===== config.mk =====
export PLATFORM = sky130hd
export DESIGN_NAME = rr_dec_arbiter
export DESIGN_NICKNAME = d
export VERILOG_FILES = /design/src/rtl/rr_dec_arbiter.sv
export SDC_FILE = /design/constraint.sdc
export NUM_CORES = 1
export LEC_CHECK = 0
export BUFFER_PORTS_ARGS = -buffer_cell sky130_fd_sc_hd__buf_2
export CORE_MARGIN = 1.5
export CORE_UTILIZATION = 45
export CTS_BUF_LIST = sky130_fd_sc_hd__clkbuf_16
export CTS_CLUSTER_DIAMETER = 40
export DETAILED_ROUTE_END_ITERATION = 12
export SLEW_MARGIN = 20
export SYNTH_ARGS = -nofsm -noshare
export SYNTH_HDL_FRONTEND = slang
export SYNTH_SLANG_ARGS = --single-unit

===== constraint.sdc =====
create_clock -name clk -period 5.3 [get_ports clk]
set_input_delay 1.06 -clock clk [delete_from_list [all_inputs] [get_ports clk]]
set_output_delay 1.06 -clock clk [all_outputs]
set_load 0.005 [all_outputs]

===== src/rtl/rr_dec_arbiter.sv =====
// Round-robin arbiter over 8 requesters driving a shared 3-to-8 decoder.
// One idle gap cycle between grants gives break-before-make on the decoder.
module rr_dec_arbiter #(
   parameter int TIMEOUT = 16
) (
   input  logic       clk,
   input  logic       rst_n,
   input  logic [7:0] req,
   input  logic       done,
   output logic [2:0] gnt_idx,
   output logic       En,
   output logic [7:0] grant,
   output logic       timeout_err
);

   typedef enum logic [1:0] {
      IDLE  = 2'd0,
      GRANT = 2'd1,
      GAP   = 2'd2
   } state_t;

   localparam logic [7:0] HOLD_MAX = 8'(TIMEOUT - 1);

   state_t     state, state_nx;
   logic [2:0] ptr, ptr_nx;
   logic [7:0] hold, hold_nx;
   logic [2:0] idx_nx;
   logic       en_nx;
   logic       terr_nx;
   logic [7:0] grant_nx;
   logic [2:0] pick;
   logic [2:0] cand;
   logic       armed;

   // Scan downward so the nearest set bit after ptr is the last one written.
   always_comb begin
      pick = ptr;
      cand = '0;
      for (int i = 8; i >= 1; i--) begin
         cand = ptr + 3'(i);
         if (req[cand]) pick = cand;
      end
   end

   always_comb begin
      state_nx = state;
      ptr_nx   = ptr;
      hold_nx  = hold;
      idx_nx   = gnt_idx;
      en_nx    = 1'b0;
      terr_nx  = 1'b0;
      unique case (state)
         IDLE: begin
            // armed holds off the first grant until the second edge after reset
            if (armed && (req != 8'h00)) begin
               state_nx = GRANT;
               en_nx    = 1'b1;
               idx_nx   = pick;
               ptr_nx   = pick;
               hold_nx  = 8'h00;
            end
         end
         GRANT: begin
            en_nx   = 1'b1;
            hold_nx = hold + 8'h01;
            if (done || !req[gnt_idx]) begin
               state_nx = GAP;
               en_nx    = 1'b0;
            end else if (hold == HOLD_MAX) begin
               state_nx = GAP;
               en_nx    = 1'b0;
               terr_nx  = 1'b1;
            end
         end
         GAP: begin
            state_nx = IDLE;
         end
         default: begin
            state_nx = IDLE;
         end
      endcase
      grant_nx = en_nx ? (8'h01 << idx_nx) : 8'h00;
   end

   always_ff @(posedge clk or negedge rst_n) begin
      if (!rst_n) begin
         state       <= IDLE;
         ptr         <= 3'd7;
         hold        <= 8'h00;
         gnt_idx     <= 3'd0;
         En          <= 1'b0;
         grant       <= 8'h00;
         timeout_err <= 1'b0;
         armed       <= 1'b0;
      end else begin
         state       <= state_nx;
         ptr         <= ptr_nx;
         hold        <= hold_nx;
         gnt_idx     <= idx_nx;
         En          <= en_nx;
         grant       <= grant_nx;
         timeout_err <= terr_nx;
         armed       <= 1'b1;
      end
   end

endmodule


==> results.txt, run 1 <==
- In the synthesized netlist the async set-or-reset flop fraction comes to 100.0%.
- Along the worst path, the maximum fanout reaches 28.
* Critical path cell sequence: inv_1, ha_1, mux4_1, mux2i_1, nor4_1, a41oi_1, o31ai_1, a211oi_1, nor3b_1
- In this run the number of H-tree levels came out at 1.
* Worst clock skew on the final layout: 0.002309 ns
- The most used flip-flop cell after synthesis is dfrtp_1.
- In this run, synthesis produced a sequential element count of 27.
- The Yosys step of the flow raised 0 warnings.
* Via count of the routed design: 1772
* Post-layout minimum cycle time: 3.680 ns
* Share of synthesized area occupied by flip-flops and latches: 33.25%
- Die Outline Area: 4953 µm²
- Initial antenna violation count: 0
- Once the floorplan was initialized, standard cells occupied 46.93% of the core.
- After synthesis the cells add up to 2043 µm².
- The clock reaches the later pin of the worst-skew pair after 0.26 ns.
* Synthesized netlist cell count: 211
- The synthesized netlist contains 52 unique library cells.
- Number of gates resized after CTS: 0
* Clock tree from TritonCTS: done
* VDD IR max: 257.0 µV
* Crit path buf inv count: 1
- Measured along the x axis, the die boundary spans 70.38 µm.
- Path type of the worst setup path: flop to flop
- Vias in the first global route: 1733
- In this run the power density over the cells is 669.4 nW/µm².
- CTS Root Cell: clkbuf_16
- Data arrival time at the worst-slack endpoint: 3.81 ns
- Multi-input logic area: 1292 µm²
- Synth-to-Final Area Change: 10.53%
- Die Span Y: 70.38 µm
- The synthesized design contains 0 enable-type register cells.
- # IOs: 24
- Storage element area: 679.4 µm²
* Critical Path Source Type: flop
- Drt via density: 6.329
- After floorplanning, the core was divided into 24 placement rows.
- In the finished design, the share of the clock period the worst path needs comes to 69.44%.
- The worst hold path belongs to the class flop to flop.
- Worst rel slew slack: 53.23%
- Max-Cap Viols: 0
- Filler cells: 385
- Detailed placement ended at an HPWL of 3.709 mm.
- Peak clock frequency supported by timing: 271.7 MHz
- Critical path data required time: 5.42 ns
- Clk buf depth: 2
* Synth top area cells: dfrtp_1 (29%), mux4_2 (6.6%), mux2i_1 (5.9%)
* Most frequent standard cell in the layout excluding fill and tap cells: dfrtp_1
- After clock tree synthesis, the flow added hold-fix buffers numbering 0.
* Cell type with the largest total area after synthesis: dfrtp_1
* Post-synthesis average cell area: 9.683 µm²
* Post-route antenna net violation count: 0
* Element type at the critical path end: flop
- Dividing the detail-routed wire length by the instance count gives 17.98 µm.
- Cell type of the slowest stage on the worst timing path: dfstp_2
- Placer's final routability congestion estimate: 0.8992
* Final worst hold slack: 0.5058 ns
- Wire length of the first global-routing pass: 8.625 mm
- Worst Tran Pin Value: 0.6820 ns
- GRT Overall Usage: 21.80%
* Ratio of cells with drive above 1 in the final layout: 21.93%
* Area inside the core boundary: 4354 µm²
* Leakage power: 1.001 nW
- Post-CTS Repair Setup Buffers: 0
* Clock slew at the register clock pins of the worst setup and hold paths: 0.06 ns
- Leaving out fill and tap cells, the most frequent cells in the layout are dfrtp_1 (24), buf_2 (23), nand2_1 (21).
- First-iteration detailed-routing DRC count: 153
* Number of antenna diodes: 0
* Crit path max-delay family: multiplexers
* Number of clock sinks: 27
- Final setup violation count: 0
- During placement, the flow inserted port buffers numbering 23.
- Outcome: finished, final reports clean
- Area share of the largest cell type after synthesis: 29.39%
- RSZ-0062 raised after global routing: no
- Synthesis produced a netlist with a net count of 225.
- Final global-route overflow total: 0
* Final-report max-slew violation count: 0
- Slowest cell delay on critical path: 0.90 ns
* Aggregate negative setup slack: 0 ns
- First-pass iteration count of the detailed router: 4
- Total Nets Final: 243
- Clock tree synthesis inserted a total of 3 buffers.
* Residual DRC count: 0
* Sum of routed wire length over all layers: 5.033 mm
* Maximum number of pins on one net before global-route repair: 29
* Count of final hold-check violations: 0
-- final timing paths --
check                         from  endpoint  slack, ns  cells past startpoint
min in group asynchronous    rst_n   hold[4]       0.79                      1
min reg2reg                hold[3]   hold[3]       0.51                      1
max in group asynchronous    rst_n  grant[4]       4.13                      1
min                        hold[3]   hold[3]       0.51                      1
max reg2reg                 ptr[0]  grant[3]       1.62                      9
max                         ptr[0]  grant[3]       1.62                      9
-- worst register-to-register path: cells and delay by family (launching register included) --
kind	cells	cell delay, ns
buf+inv	1	0.17
flops	1	0.90
fa+ha+maj	1	0.49
mux	2	0.97
compound gates	3	0.80
simple gates	2	0.21
-- registers in the layout, summed over array words and instances (netlist names) --
name,count
state,2
timeout_err,1
armed,1
ptr,3
gnt_idx,3
hold,8
grant,8
En,1
-- report_power, final --
| group | internal [mW] | total [mW] | switching, mW |
|---|---|---|---|
| Sequential | 0.279 | 0.396 | 0.117 |
| Combinational | 0.426 | 0.945 | 0.519 |
| Clock | 0.102 | 0.171 | 0.0690 |
| Total | 0.807 | 1.51 | 0.705 |
-- cells by family (layout without fill, tap and decap cells) --
family / count (synthesis) / count (layout) / share of synthesized area (%)
other: 1 / 1 / 0.1835
AOI/OAI and AO/OA: 54 / 54 / 17.88
DFF: 27 / 27 / 33.25
adders and majority gates: 3 / 3 / 1.837
xor gates and xnor gates: 4 / 4 / 1.715
muxes: 33 / 33 / 23.88
and+or+nand+nor: 73 / 73 / 17.76
buffers and inverters: 16 / 33 / 3.490
-- synthesized netlist by cell type, drive strengths merged (7+ instances only) --
| cell type | count |
|---|---|
| mux2 | 11 |
| nor3 | 7 |
| nor2 | 15 |
| nand2 | 21 |
| clkbuf | 7 |
| a21oi | 11 |
| mux4 | 10 |
| mux2i | 12 |
| dfrtp | 24 |
| o21ai | 16 |
-- final cells by class --
class | count | share of cell area [%]
Clock inverter | 1 | 0.2216
Sequential cell | 27 | 30.08
Inverter | 5 | 0.8310
Timing Repair Buffer | 24 | 5.429
Tap cell | 52 | 2.881
Multi-Input combinational cell | 168 | 57.23
Clock buffer | 3 | 3.324
-- stage by stage --
step / area (µm²) / utilization [%] / power [mW] / std cells / worst slack, ns
after floorplan: 2043 / - / 1.121 / 211 / 1.629
after global placement: 2178 / 50.03 / 1.295 / 276 / 1.837
after detailed placement: 2178 / 50.03 / 1.335 / 276 / 1.661
after CTS: 2258 / 51.87 / 1.509 / 280 / 1.634
after global routing: 2258 / 51.87 / 1.641 / 280 / 1.294
final: 2258 / 51.87 / 1.512 / 280 / 1.620
-- metal layers --
layer  track usage, %  vias up  part of all wire (%)
li1                 -      836                     -
met1            29.49      853                    44
met2            35.01       68                    49
met3            3.030       15                   5.1
met4            9.188        0                   2.4
met5                0        -                     0
(Power assumes the default switching activity.)
==> run 2, diff against run 1 <==
==> constraint.sdc (replaced) <==
create_clock -name clk -period 3.5 [get_ports clk]
set_input_delay 0.7 -clock clk [delete_from_list [all_inputs] [get_ports clk]]
set_output_delay 0.7 -clock clk [all_outputs]
set_load 0.005 [all_outputs]
==> run 2 against run 1 <==
Effect of this change: routed wire length shrank 6.3%; worst setup slack lost 1.3 ns; via count grew 1.4%; combinational power grew 63%; critical endpoint unchanged; largest cell class unchanged; largest power group unchanged; highest routed layer unchanged.
==> results.txt, run 2 (synthesis gave the netlist of run 1 again) <==
- The number of antenna repair diodes came to 0 (unchanged).
* Worst Setup EP: grant[3]
- Post-route antenna net violation count: 0 (unchanged)
- Max-Cap Viols: 0 (unchanged)
* Residual DRC count: 0 (unchanged)
- Vias in the first global route: 1657 (-4.4%)
* RSZ-0062 raised after global routing: no
- Largest registers: grant: 8 flops, hold: 8 flops
- The routability congestion estimate came to 0.8672 (-3.6%).
- The tightest min-delay check is of the primary input to asynchronous set/reset pin type.
- Critical Path Source Type: flop
- R2r worst-path depth: 10 (+1)
- Via count of the routed design: 1797 (+1.4%)
- Most frequent cells in the layout: dfrtp_1 (24), buf_2 (23), nand2_1 (21)
- Multi-input logic area: 1292 µm² (unchanged)
- Cts-stage hold buffer count: 0 (unchanged)
* Stages on the worst setup path: 10 (+1)
* First-iteration detailed-routing DRC count: 96 (-37%)
* Drt via density: 6.350 (+0.34%)
* Worst clock skew on the final layout: 0.002829 ns (+0.0005193 ns)
* Reg power frac: 22.0% (-4.2 points)
- VDD IR max: 450.3 µV (+75%)
- Internal power of the cells: 1.251 mW (+55%)
- First-pass iteration count of the detailed router: 4 (unchanged)
- The row count came to 24 (unchanged).
- Critical path data required time: 3.67 ns (-1.75 ns)
- The total CTS buffers was 3 (unchanged).
- Post-layout minimum cycle time: 3.174 ns (-0.5067 ns)
* Cell type of the slowest stage on the worst timing path: dfstp_2
- Reg2Reg Launch Point: ptr[1]
- The area of the core region was 4354 µm² (unchanged).
* Wire length of the first global-routing pass: 7.948 mm (-7.8%)
- Initial antenna violation count: 0 (unchanged)
- Filler cells: 389 (+1.0%)
- The register area was 679.4 µm² (unchanged).
* Worst rel slew slack: 53.08% (-0.15 points)
* Aggregate negative setup slack: 0 ns (unchanged)
* Maximum number of pins on one net before global-route repair: 28 (-3.4%)
- The critical path arrival is 3.34 ns (-0.47 ns).
* Clock network latency to the later pin of the worst-skew pair: 0.26 ns (about the same)
- # IOs: 24 (unchanged)
- Grouping stages by cell kind, the critical path spends the most delay in compound AO/OA/AOI/OAI gates.
- The final setup violation count was 0 (unchanged).
- The count of final max-slew check failures was 0 (unchanged).
- Path type of the worst setup path: flop to flop
* Count of final hold-check violations: 0 (unchanged)
- Worst Tran Pin Value: 0.6842 ns (+0.002206 ns)
- Most frequent standard cell in the layout excluding fill and tap cells: dfrtp_1
- The total wire length was 4.714 mm (-6.3%).
* CTS Root Cell: clkbuf_16
- Routed wire per std cell: 16.66 µm (-7.3%)
* Effective utilization at floorplan: 46.93% (unchanged)
- Outcome: finished, final reports clean
- The number of H-tree branching levels was 1 (unchanged).
- Walking the worst path, the cells encountered are inv_1, ha_1, mux4_2, a221oi_1, a31oi_1, o31ai_1, a31oi_1, a21oi_1, inv_1, nor3b_1.
- R2R Setup Slk: 0.33 ns (-1.29 ns)
- Overall power: 2.303 mW (+52%)
- Synth-to-Final Area Change: 11.76%
- The horizontal die dimension came to 70.38 µm (unchanged).
- The worst setup path is captured at a flop.
- Final worst hold slack: 0.4316 ns (-0.07413 ns)
- Ratio of cells with drive above 1 in the final layout: 22.94% (+1.0 points)
* Port buffer count: 23 (unchanged)
- Clock slew at the register clock pins of the worst setup and hold paths: 0.06 ns (about the same)
- Power density over the cells: 1008 nW/µm² (+51%)
- TritonCTS built the clock tree.
- The power share of the clock group was 11.2% (about the same).
- The timing-limited maximum frequency is 315.1 MHz (+16%).
* Worst reg2reg path endpoint: grant[3]
- The fraction of power consumed by combinational cells was 66.8% (+4.3 points).
- The TritonCTS sink count came to 27 (unchanged).
* Crit path buf inv count: 2 (+1)
- Die Outline Area: 4953 µm² (unchanged)
- The placed wire-length estimate after detailed placement is 3.561 mm (-4.0%).
- Total Nets Final: 246 (+1.2%)
- The total routing usage reported by global routing was 19.87% (-1.9 points).
- Largest fanout of any net on the critical path: 8 (-71%)
- Tracing the worst setup path back leads to its startpoint at ptr[1].
- The number of setup buffers added after CTS came to 0 (unchanged).
- Slowest cell delay on critical path: 0.53 ns (-0.37 ns)
- Power dissipated by switching net loads: 1.051 mW (+49%)
- Final global-route overflow total: 0 (unchanged)
- Number of gates resized after CTS: 0 (unchanged)
- Switching share of total power: 45.66% (-0.98 points)
* Die Span Y: 70.38 µm (unchanged)
- Crit share post-route: 90.68% (+21 points)
* Leakage power: 1.012 nW (+1.1%)
* Clk buf depth: 2 (unchanged)
[run 2: cell types whose count changed in the layout (fill, tap and decap cells not counted), sizes merged]
cell / change
buf: +3
clkinv: -1
clkinvlp: +1
[run 2: worst register-to-register path, cell delays in order, from the launching register on]
cell and delay, ns:
dfstp_2 0.53, inv_1 0.08, ha_1 0.46, mux4_2 0.43, a221oi_1 0.36, a31oi_1 0.10
o31ai_1 0.28, a31oi_1 0.10, a21oi_1 0.34, inv_1 0.17, nor3b_1 0.22
[run 2: worst min-delay path by stage]
stage / depth (start not counted) / startpoint / endpoint / slack [ns]
after floorplan: 0 / rst_n / En / 0.40
after global placement: 1 / hold[2] / hold[2] / 0.48
after detailed placement: 1 / hold[3] / hold[3] / 0.50
after CTS: 1 / rst_n / grant[6] / 0.46
after global routing: 1 / rst_n / grant[6] / 0.48
final: 1 / rst_n / grant[6] / 0.43
[run 2: power groups by stage]
stage	sequential, mW	combinational, mW	clock (mW)
3_3_place_gp	0.509	1.49	0
5_1_grt	0.522	1.68	0.282
6_report	0.507	1.54	0.258
2_1_floorplan	0.482	1.22	0
3_5_place_dp	0.514	1.52	0
4_1_cts	0.508	1.53	0.265
[run 2: cell type report]
cell class / count / area share (%)
sequential: 27 / 29.75
clock inverter: 1 / 0.3288
multi-input combinational: 168 / 56.60
inverter: 5 / 0.8219
timing repair buffer: 27 / 6.356
clock buffer: 3 / 3.288
tap: 52 / 2.849
[run 2: per-stage QoR]
stage	cells	instance area, µm²	util [%]	setup WS (ns)
final	283	2283	52.44	0.3263
after global placement	279	2201	50.55	0.3956
after CTS	283	2283	52.44	0.3575
after global routing	283	2283	52.44	0.001743
after floorplan	211	2046	-	0.05447
after detailed placement	279	2201	50.55	0.3819
[run 2: metal layers]
metal,routed length (µm),track usage [%],up-vias
met4,67,5.556,0
li1,-,-,847
met2,2411,32.91,45
met3,172,3.608,8
met1,2063,26.64,897
met5,0,0,-
==> run 3, diff against run 2 <==
--- a/config.mk
+++ b/config.mk
@@ -6,11 +6,15 @@
 export NUM_CORES = 1
 export LEC_CHECK = 0
 export BUFFER_PORTS_ARGS = -buffer_cell sky130_fd_sc_hd__buf_2
+export CELL_PAD_IN_SITES_DETAIL_PLACEMENT = 1
+export CELL_PAD_IN_SITES_GLOBAL_PLACEMENT = 1
 export CORE_MARGIN = 1.5
 export CORE_UTILIZATION = 45
 export CTS_BUF_LIST = sky130_fd_sc_hd__clkbuf_16
 export CTS_CLUSTER_DIAMETER = 40
 export DETAILED_ROUTE_END_ITERATION = 12
+export GPL_TIMING_DRIVEN = 0
+export PLACE_DENSITY_LB_ADDON = 0.1
 export SLEW_MARGIN = 20
 export SYNTH_ARGS = -nofsm -noshare
 export SYNTH_HDL_FRONTEND = slang
==> run 3 against run 2 <==
Effect of this change: final area rose by 3.3%; clock power barely moved; sequential share of layout area fell by 0.96 points; maximum frequency fell by 5.6%; total power rose by 8.4%; register-to-register slack got worse by 0.19 ns; global-route usage rose by 3.5 points; non-clock buffer count rose by 5; cell count rose by 1.8%; via count rose by 1.6%.
==> results.txt, run 3 (synthesis gave the netlist of run 1 again) <==
- The largest registers in the layout are grant: 8 flops, hold: 8 flops.
- The TritonCTS sink count came to 27 (unchanged).
- Most frequent standard cell in the layout excluding fill and tap cells: buf_2
- The setup path with the least slack is of type flop to flop.
- Clock tree from TritonCTS: done
- Non-filler cells, final: 288 (+1.8%)
- Compared with the post-synthesis result, the final layout area differs by 15.49%.
- The residual DRC count was 0 (unchanged).
- Post-layout minimum cycle time: 3.360 ns (+0.1867 ns)
- Setup repair after global routing could not meet its margin everywhere.
- Filler cells: 502 (+29%)
- Element type at the critical path end: flop
- Die Outline Area: 4953 µm² (unchanged)
- The number of endpoints with negative hold slack in the final report came to 0 (unchanged).
- The number of H-tree branching levels was 1 (unchanged).
- The count of vias placed by the detailed router came to 1826 (+1.6%).
- The remaining number of nets flagged by the antenna check after routing was 0 (unchanged).
- Worst rel slew slack: 51.42% (-1.7 points)
- Worst Tran Pin Value: 0.7255 ns (+0.04129 ns)
- The final design utilization came to 54.20% (+1.8 points).
- The sum of overflow across all layers after global routing was 0 (unchanged).
* Sum of routed wire length over all layers: 5.557 mm (+18%)
- The count of buffers inserted at the top-level ports came to 23 (unchanged).
- Max-Cap Viols: 0 (unchanged)
- # IOs: 24 (unchanged)
- The final setup skew came to 0.003961 ns (+0.001132 ns).
- The clock-pin slew of the registers on the worst-case setup and hold paths is 0.07 ns (about the same).
- The worst-case vdd ir drop was 459.7 µV (+2.1%).
- Die Span Y: 70.38 µm (unchanged)
- The timing-limited maximum frequency came to 297.6 MHz (-5.6%).
- Number of clock buffers inserted by TritonCTS: 3 (unchanged)
- The count of final max-slew check failures is 0 (unchanged).
* Clk buf depth: 2 (unchanged)
* Leakage power: 1.021 nW (+0.89%)
* Half-perimeter wire length after detailed placement: 4.215 mm (+18%)
* Critical path data required time: 3.67 ns (about the same)
* Outcome: finished, final reports clean
* Effective utilization at floorplan: 46.93% (unchanged)
* Data arrival time at the worst-slack endpoint: 3.53 ns (+0.19 ns)
* Wire length of the first global-routing pass: 9.225 mm (+16%)
* Most frequent cells in the layout: buf_2 (26), dfrtp_1 (24), nand2_1 (21)
- Clock tree synthesis selected as its root buffer the cell clkbuf_16.
- The power per cell area was 1058 nW/µm² (+4.9%).
* Number of core rows: 24 (unchanged)
- First-pass iteration count of the detailed router: 4 (unchanged)
* Vias in the first global route: 1832 (+11%)
- The detail-routed net length per standard cell was 19.30 µm (+16%).
* Clock network latency to the later pin of the worst-skew pair: 0.26 ns (about the same)
- GRT Overall Usage: 23.35% (+3.5 points)
- Crit share post-route: 96.01% (+5.3 points)
* Total Nets Final: 251 (+2.0%)
- Critical Path Source Type: flop
* Post-CTS Repair Setup Buffers: 0 (unchanged)
- The share of layout cells above drive strength 1 was 26.27% (+3.3 points).
* Placer's final routability congestion estimate: 0.8315 (-4.1%)
- Area inside the core boundary: 4354 µm² (unchanged)
- Maximum number of pins on one net before global-route repair: 28 (unchanged)
* Largest fanout of any net on the critical path: 19 (+11)
- First-iteration detailed-routing DRC count: 95 (-1.0%)
- Placed Cells: 286 (+2.5%)
* Horizontal die dimension: 70.38 µm (unchanged)
* Class of the worst hold path: primary input to asynchronous set/reset pin
- The number of antenna repair diodes is 0 (unchanged).
- Initial antenna violation count: 0 (unchanged)
- Drt via density: 6.340 (-0.15%)
- The final setup violation count came to 0 (unchanged).
- The number of buffers inserted by hold repair at cts is 0 (unchanged).
-- run 3: path summary, 6_finish.rpt --
path	startpoint	to	slack (ns)	depth (start not counted)
max	ptr[0]	grant[7]	0.14	10
min	rst_n	hold[3]	0.44	1
max reg2reg	ptr[0]	grant[7]	0.14	10
min reg2reg	hold[7]	hold[7]	0.51	1
max in group asynchronous	rst_n	gnt_idx[1]	2.67	1
min in group clk	hold[7]	hold[7]	0.51	1
-- run 3: repair_timing --
action / in CTS / in global routing
gates cloned: 0 / 0
setup endpoints to repair: 14 / 10
pin swaps: 0 / 1
resized for setup: 10 / 6
-- run 3: power breakdown --
| group | leakage, nW | internal, mW | switching, mW |
|---|---|---|---|
| sequential | 0.352 | 0.419 | 0.0752 |
| clock | 0.0371 | 0.155 | 0.101 |
| combinational | 0.632 | 0.752 | 0.994 |
-- run 3: stage by stage --
stage / setup slack (ns) / instance area (µm²) / hold WS [ns] / setup TNS, ns / power [mW]
2_1_floorplan: 0.05447 / 2046 / 0.4044 / 0 / 1.701
3_3_place_gp: -0.4530 / 2226 / 0.4795 / -4.255 / 2.013
3_5_place_dp: -0.6699 / 2226 / 0.5027 / -6.833 / 2.101
4_1_cts: 0.04425 / 2331 / 0.4607 / 0 / 2.434
5_1_grt: -0.01995 / 2360 / 0.4844 / -0.05390 / 2.694
6_report: 0.1396 / 2360 / 0.4407 / 0 / 2.497
-- run 3: layout make-up --
type / count / area (µm²) / area share, %
multi-input cells: 168 / 1346 / 57.05
flip-flops and latches: 27 / 679.4 / 28.79
repair buffers: 23 / 115.1 / 4.878
clock buffers: 3 / 75.07 / 3.181
well taps: 52 / 65.06 / 2.757
plain buffers: 9 / 52.55 / 2.227
inverters: 5 / 18.77 / 0.7953
clock inverters: 1 / 7.507 / 0.3181
-- run 3: worst max-delay path, cell delays in order (launching register included) --
cell,delay (ns)
dfstp_2,0.56
buf_6,0.16
buf_6,0.19
inv_1,0.15
ha_4,0.36
mux4_2,0.40
mux2_4,0.30
o41a_1,0.42
o221a_2,0.29
a21oi_4,0.22
nor3b_1,0.23
-- run 3: layer usage --
| metal | vias to the layer above | track usage (%) | share of wire, % |
|---|---|---|---|
| li1 | 851 | - | - |
| met1 | 934 | 30.72 | 44 |
| met2 | 31 | 40.46 | 52 |
| met3 | 10 | 1.876 | 1.8 |
| met4 | 0 | 7.906 | 1.9 |
| met5 | - | 0 | 0 |
